==> src/rtl/ppu_pkg.sv <==
// Shared types and constants for the PPU VRAM arbiter and its address register.
package ppu_pkg;

    localparam int VRAM_ADDR_W = 14;

    // Auto-increment steps applied to v after each CPU data access.
    localparam int INC_ACROSS = 1;
    localparam int INC_DOWN   = 32;

    typedef enum logic [1:0] {
        IDLE    = 2'd0,
        WR_PEND = 2'd1,
        RD_PEND = 2'd2,
        RD_WAIT = 2'd3
    } arb_state_t;

endpackage

==> src/rtl/ppu_vaddr_reg.sv <==
// CPU-side VRAM address: temp address t, current address v, write toggle w,
// the post-access increment and the deferred v <= t load.
import ppu_pkg::*;

module ppu_vaddr_reg #(
    parameter int ADDR_W = VRAM_ADDR_W
) (
    input  logic              clk,
    input  logic              reset_n,
    input  logic              addr_wr,    // $2006 write strobe
    input  logic [7:0]        wdata,
    input  logic              latch_clr,  // $2002 read clears the toggle
    input  logic              hold,       // a CPU data access is captured but not issued
    input  logic              step,       // the pending access issues this cycle
    input  logic              inc32,
    output logic [ADDR_W-1:0] v
);

    logic [ADDR_W-1:0] t;
    logic              w;
    logic              load_pend;
    logic              lo_wr;
    logic [ADDR_W-1:0] t_lo_new;
    logic [ADDR_W-1:0] v_inc;

    assign lo_wr    = addr_wr & w;
    assign t_lo_new = {t[ADDR_W-1:8], wdata};
    assign v_inc    = v + (inc32 ? ADDR_W'(INC_DOWN) : ADDR_W'(INC_ACROSS));

    // Toggle, temp address and current address. A low-byte load that lands
    // while an access is still waiting is parked until that access has used
    // and incremented v, so the newly written address is what remains.
    always_ff @(posedge clk or negedge reset_n) begin
        if (!reset_n) begin
            t         <= '0;
            v         <= '0;
            w         <= 1'b0;
            load_pend <= 1'b0;
        end else begin
            if (latch_clr)
                w <= 1'b0;
            else if (addr_wr)
                w <= ~w;

            if (addr_wr) begin
                if (w)
                    t[7:0] <= wdata;
                else
                    t[ADDR_W-1:8] <= wdata[ADDR_W-9:0];
            end

            if (lo_wr && (!hold || step)) begin
                v         <= t_lo_new;
                load_pend <= 1'b0;
            end else if (lo_wr) begin
                load_pend <= 1'b1;
            end else if (step) begin
                v         <= load_pend ? t : v_inc;
                load_pend <= 1'b0;
            end
        end
    end

endmodule

==> src/rtl/ppu_vram_arbiter.sv <==
// Shares the single-port VRAM between render fetches (always first) and the
// CPU $2006/$2007 port. Owns the CPU access FSM, the bus mux and the $2007
// read buffer; the CPU address lives in ppu_vaddr_reg.
import ppu_pkg::*;

module ppu_vram_arbiter #(
    parameter int ADDR_W = VRAM_ADDR_W,
    parameter int DATA_W = 8
) (
    input  logic              clk,
    input  logic              reset_n,
    input  logic              render_req,
    input  logic [ADDR_W-1:0] render_addr,
    output logic              render_gnt,
    output logic              render_rvalid,
    input  logic              cpu_addr_wr,
    input  logic              cpu_data_wr,
    input  logic              cpu_data_rd,
    input  logic [DATA_W-1:0] cpu_wdata,
    input  logic              latch_clr,
    input  logic              inc32,
    output logic [DATA_W-1:0] cpu_rdata,
    output logic              cpu_busy,
    output logic              overrun,
    output logic [ADDR_W-1:0] vram_addr,
    output logic              vram_we,
    output logic [DATA_W-1:0] vram_wdata,
    input  logic [DATA_W-1:0] vram_rdata
);

    // Render handshake: render_req is a per-cycle request with no backpressure;
    // render_gnt mirrors it in the same cycle, the VRAM address is render_addr
    // in that cycle, and render_rvalid marks vram_rdata one cycle later.
    // CPU strobes are single-cycle and never stalled; a strobe arriving while
    // cpu_busy is high is dropped and recorded in overrun.

    arb_state_t        state, state_nxt;
    logic [DATA_W-1:0] wdata_q;
    logic [DATA_W-1:0] rd_buf;
    logic [ADDR_W-1:0] v;
    logic              pending;
    logic              issue;

    assign pending = (state == WR_PEND) || (state == RD_PEND);
    assign issue   = pending && !render_req;

    ppu_vaddr_reg #(.ADDR_W(ADDR_W)) u_vaddr (
        .clk       (clk),
        .reset_n   (reset_n),
        .addr_wr   (cpu_addr_wr),
        .wdata     (cpu_wdata[7:0]),
        .latch_clr (latch_clr),
        .hold      (pending),
        .step      (issue),
        .inc32     (inc32),
        .v         (v)
    );

    // State register.
    always_ff @(posedge clk or negedge reset_n) begin
        if (!reset_n)
            state <= IDLE;
        else
            state <= state_nxt;
    end

    // Next state and VRAM bus mux; render always owns the bus when it asks.
    always_comb begin
        state_nxt  = state;
        render_gnt = render_req;
        cpu_busy   = (state != IDLE);
        vram_addr  = render_req ? render_addr : v;
        vram_we    = (state == WR_PEND) && !render_req;
        vram_wdata = wdata_q;
        case (state)
            IDLE: begin
                if (cpu_data_wr)
                    state_nxt = WR_PEND;
                else if (cpu_data_rd)
                    state_nxt = RD_PEND;
            end
            WR_PEND: if (!render_req) state_nxt = IDLE;
            RD_PEND: if (!render_req) state_nxt = RD_WAIT;
            RD_WAIT: state_nxt = IDLE;
            default: state_nxt = IDLE;
        endcase
    end

    // Held write data, read buffer, sticky overrun and render read-valid.
    always_ff @(posedge clk or negedge reset_n) begin
        if (!reset_n) begin
            wdata_q       <= '0;
            rd_buf        <= '0;
            overrun       <= 1'b0;
            render_rvalid <= 1'b0;
        end else begin
            render_rvalid <= render_req;
            if (state == IDLE && cpu_data_wr)
                wdata_q <= cpu_wdata;
            if (state == RD_WAIT)
                rd_buf <= vram_rdata;
            if ((state != IDLE && (cpu_data_wr || cpu_data_rd)) ||
                (state == IDLE && cpu_data_wr && cpu_data_rd))
                overrun <= 1'b1;
        end
    end

    assign cpu_rdata = rd_buf;

endmodule

==> config.mk <==
export PLATFORM = sky130hd
export DESIGN_NAME = ppu_vram_arbiter
export DESIGN_NICKNAME = d
export VERILOG_FILES = /design/src/rtl/ppu_pkg.sv /design/src/rtl/ppu_vaddr_reg.sv /design/src/rtl/ppu_vram_arbiter.sv
export SDC_FILE = /design/constraint.sdc
export NUM_CORES = 1
export LEC_CHECK = 0
export CAP_MARGIN = 20
export CELL_PAD_IN_SITES_DETAIL_PLACEMENT = 1
export CELL_PAD_IN_SITES_GLOBAL_PLACEMENT = 1
export CORE_MARGIN = 2
export CORE_UTILIZATION = 41
export CTS_BUF_LIST = sky130_fd_sc_hd__clkbuf_4
export CTS_CLUSTER_SIZE = 16
export DETAILED_ROUTE_END_ITERATION = 10
export PLACE_DENSITY = 0.89
export SLEW_MARGIN = 20
export SYNTH_ARGS = -nofsm -noshare
export SYNTH_HDL_FRONTEND = slang
export SYNTH_SLANG_ARGS = --single-unit
==> constraint.sdc <==
create_clock -name clk -period 4.8 [get_ports clk]
set_input_delay 0.72 -clock clk [delete_from_list [all_inputs] [get_ports clk]]
set_output_delay 0.72 -clock clk [all_outputs]
set_load 0.005 [all_outputs]
* Word level (Yosys, flattened, before mapping)
Cells that the tools add are included.
** Operators by class
- Eq/ne operators :: 7
- Order comparisons :: 0
- Shift operators :: 0
- Reduce and logical (&&, ||, !) cells :: 21
- Mux-type cells :: 16
- Bitwise gates (word level) :: 2
- Add/sub/neg operators :: 1
- Multipliers :: 0
- Div/mod/pow operators :: 0
** Operator list (number)
- $mux 14 :: 5
- $add 14x14->14 :: 1
- $mux 2 :: 4
- $pmux 2 s4 :: 1
- $logic_and 1x1->1 :: 6
- $mux 6 :: 1
- $ne 2x2->1 const B :: 3
- $reduce_and 2->1 :: 3
- $reduce_bool 2->1 :: 3
- $mux 1 :: 5
- $eq 2x2->1 const B :: 2
- $logic_or 1x1->1 :: 4
- $ne 3x3->1 const B :: 1
- $reduce_and 3->1 :: 1
- $reduce_bool 3->1 :: 1
- $eq 2x1->1 const B :: 1
- $logic_not 1->1 :: 2
- $logic_not 2->1 :: 1
- $and 1x1->1 :: 1
- $not 1->1 :: 1
** Word-level totals
- Latch bits :: 0
- Memories :: 0
- Input bits :: 38
- Word-level logic and storage cells :: 57
- Memory bits (read-only) :: 0
- RAM bits :: 0
- Register bits :: 50

* Depth between registers and ports, before layout
- Depth after elaboration :: 7
- Gate-level depth with buffers :: 9
- Gate-level depth less buffers :: 7

* By module
A second synthesis with hierarchy kept.
** Unflattened totals
- Cells, all modules :: 261
- Area, all modules :: 2780.2 sq um
** Modules (own cells, without submodules)
- ppu_vaddr_reg :: times used 1, area an instance 1746.7 sq um, sequential area each 750.7 sq um, cells an instance 187
- ppu_vram_arbiter :: times used 1, area an instance 1033.5 sq um, sequential area each 500.5 sq um, cells an instance 74

* Least setup slack after synthesis
No wires, ideal clock.
- Path type :: input port to output port
- Start :: in render_req
- End :: out vram_addr[10]
- Setup slack :: 2672 ps
- Cell stages on the path :: 3
- Data arrival time :: 1408 ps
- Cells stage by stage :: buf_4 > buf_2 > mux2_2
** Between the ends
- Word-level cells in the longest chain between the ends :: 1
** Ends and longest elaborated chain
- start: declaration :: RTL line ppu_vram_arbiter.sv:12 : input logic render_req,
- $mux 14 :: RTL line ppu_vram_arbiter.sv:72 : vram_addr = render_req ? render_addr : v;
- end: declaration :: RTL line ppu_vram_arbiter.sv:25 : output logic [ADDR_W-1:0] vram_addr,
Every way passes these cells.

* Worst setup path after layout
- Start :: in render_req
- End :: out vram_addr[2]
Same word-level chain as after synthesis.

==> flow_summary.json <==
{
  "hold_class": "input port to asynchronous set/reset pin",
  "powerDensity_mw_per_mm2": 534,
  "io_pins": 73,
  "reg2reg_to": "u_vaddr.v[13]$_DFFE_PN0P_",
  "cp-startpoint": "render_req",
  "initial_core_util_pct": 43.0,
  "synth.distinct_cells": 51,
  "numPortBuffers": 72,
  "final.setup.tns_ns": 0,
  "slew_violations": 0,
  "crit_top_cell": "clkdlybuf4s50_1",
  "ys_seq_area_share_pct": 45.0,
  "preCtsSetupSlack_ns": 1.27,
  "fin_util_pct": 55.0,
  "critPathCapture": "vram_addr[2]",
  "dpl.hpwl_um": 5930,
  "clockBufferDepth": 2,
  "crit-reg2reg-launch": "state[0]$_DFFE_PN0P_",
  "cts_made_buffers": 5,
  "rsz0062_at_grt": "no",
  "post-route-period-util_pct": 73.1,
  "tightest_slew_ns": 1.03,
  "fin_area_mm2": 0.00355,
  "synth-edff-count": 0,
  "startpoint_type": "input port",
  "avgSynthCellArea_um2": 10.4,
  "wl_per_cell_um": 19.1,
  "first_pass_iters": 4,
  "final_cells": 410,
  "grtUsageTotal_pct": 22.7,
  "final_common_cell": "clkdlybuf4s50_1",
  "setup_ws_ns": 1.29,
  "cts_tree": "built",
  "seq_area_mm2": 0.00125,
  "viasPerCell": 5.73,
  "ys.flop_type": "dfrtp_1",
  "required_ns": 4.08,
  "min_period_ns": 3.51,
  "h-tree-depth": 2,
  "via_count": 2351,
  "cp.arrival_ns": 2.79,
  "crit_type": "input port to primary output",
  "ys_ff_latch": 50,
  "die_h_um": 86.3,
  "fill_cells": 712,
  "core_mm2": 0.00646,
  "p_leak_nw": 1.50,
  "grt_pass1_vias": 2508,
  "p_total_mw": 1.90,
  "post_cts_buffers": 0,
  "worst-r2r-cell-count": 6,
  "r2r_setup_slack_ns": 2.41,
  "synth_top_cell_area_share_pct": 45.0,
  "synthTopCellsByArea": "dfrtp_1 45%, mux2_2 15%, nand2_1 6.4%, ha_1 3.6%, a21oi_1 1.8%",
  "cpMaxStageDelayCell": "clkdlybuf4s50_1",
  "clk_latency_ns": 0.37,
  "ctsResizeCount": 0,
  "cts_sinks": 50,
  "fin_nets": 380,
  "row_count": 29,
  "end_kind": "primary output",
  "synth_top_cell_by_area": "dfrtp_1",
  "cts_root_buf": "clkbuf_4",
  "multi_input_area_mm2": 0.00140,
  "drt-initial-drc-count": 116,
  "grt_max_degree": 51,
  "max_stage_delay_ns": 1.15,
  "grt_pass1_wl_um": 13100,
  "fin_hold_ws_ns": 0.443,
  "drtAntennaViolNets": 0,
  "syn_to_final_growth_pct": 27.8,
  "hold_buffers": 0,
  "hold_violations": 0,
  "cap_viol_max_count": 0,
  "die-area_mm2": 0.00745,
  "ys.warnings.count": 0,
  "dp_cells": 404,
  "setup_viol": 0,
  "irDropWorstVdd_uv": 262,
  "critPathBufInv": 2,
  "crit_cells": 3,
  "post_dp_cell_area_mm2": 0.00351,
  "num_antenna_cells": 0,
  "drive_gt1_share_pct": 17.1,
  "max_clock_freq_mhz": 285,
  "synthesis.area_mm2": 0.00278,
  "drc": 0,
  "cp_cell_sequence": "clkdlybuf4s50_1, mux2_2, clkdlybuf4s50_1",
  "async_reset_ff_share_pct": 100,
  "dieWidth_um": 86.3,
  "cpLargestDelayFamily": "buffers and inverters",
  "cp_max_fo": 22,
  "gp_congestion": 0.844,
  "syn_inst": 266,
  "grt-ovfl-total": 0,
  "status": "completed",
  "finalWirelength_um": 7830,
  "final_cell_mix": "71 x clkdlybuf4s50_1, 50 x dfrtp_1, 47 x nand2_1",
  "fin_skew_ns": 0.0138,
  "antenna_found_initial": 0,
  "relSlewSlack_pct": 30.9,
  "clk_pin_slew_worst_paths_ns": 0.13,
  "synthesis.nets": 312
}
-- area by class of cell --
class	count	share of cell area (%)
inverters	7	0.740
repair buffers	75	20.8
clock inverters	1	0.106
clock buffers	5	1.06
well taps	77	2.71
multi-input cells	195	39.3
flip-flops and latches	50	35.2
-- sequential cells by signal (all words and copies together) (netlist names) --
register           flops
u_vaddr.load_pend      1
u_vaddr.v             14
u_vaddr.t             14
overrun                1
vram_wdata             8
state                  2
u_vaddr.w              1
render_rvalid          1
cpu_rdata              8
-- routing by layer --
| metal | up-vias | GRT usage, % | routed length (µm) |
|---|---|---|---|
| met4 | 0 | 4.26 | 84 |
| met5 | - | 0 | 0 |
| met3 | 9 | 4.38 | 276 |
| met1 | 1202 | 28.8 | 3350 |
| met2 | 53 | 40.7 | 4130 |
| li1 | 1087 | - | - |
-- cell usage after synthesis (all sizes together) (4+ instances only) --
library cell / number
clkbuf: 4
and3: 4
a31oi: 8
nor3b: 5
mux2: 37
o211ai: 5
buf: 10
o21ai: 10
nand3: 8
a21oi: 11
inv: 6
ha: 8
or2: 4
dfrtp: 50
nand2: 47
nor2: 8
-- cells by family (layout without fill, tap and decap cells) --
| family | Yosys count | count (layout) | synth area share (%) |
|---|---|---|---|
| compound gates | 51 | 51 | 12.2 |
| buf+inv | 21 | 88 | 4.68 |
| flops | 50 | 50 | 45.0 |
| xor+xnor | 4 | 4 | 1.26 |
| mux | 40 | 40 | 16.1 |
| fa+ha+maj | 8 | 8 | 3.60 |
| simple gates | 92 | 92 | 17.1 |
-- worst min-delay path by stage --
stage                                   from                       end  cells past startpoint
floorplan                            reset_n  cpu_rdata[0]$_DFFE_PN0N_                      0
global placement         overrun$_DFFE_PN0P_       overrun$_DFFE_PN0P_                      1
detailed placement  u_vaddr.t[4]$_DFFE_PN0P_  u_vaddr.t[4]$_DFFE_PN0P_                      2
CTS                                  reset_n  cpu_rdata[1]$_DFFE_PN0N_                      2
global route                         reset_n  cpu_rdata[7]$_DFFE_PN0N_                      2
finish                               reset_n  cpu_rdata[7]$_DFFE_PN0N_                      2
-- where the power goes --
part           total (mW)  switching [mW]  internal, mW
Combinational       0.984           0.442         0.542
Clock               0.179           0.129        0.0504
Sequential          0.733           0.155         0.578
Total                1.90           0.725          1.17
No activity file was read; power rests on OpenSTA's default activity.
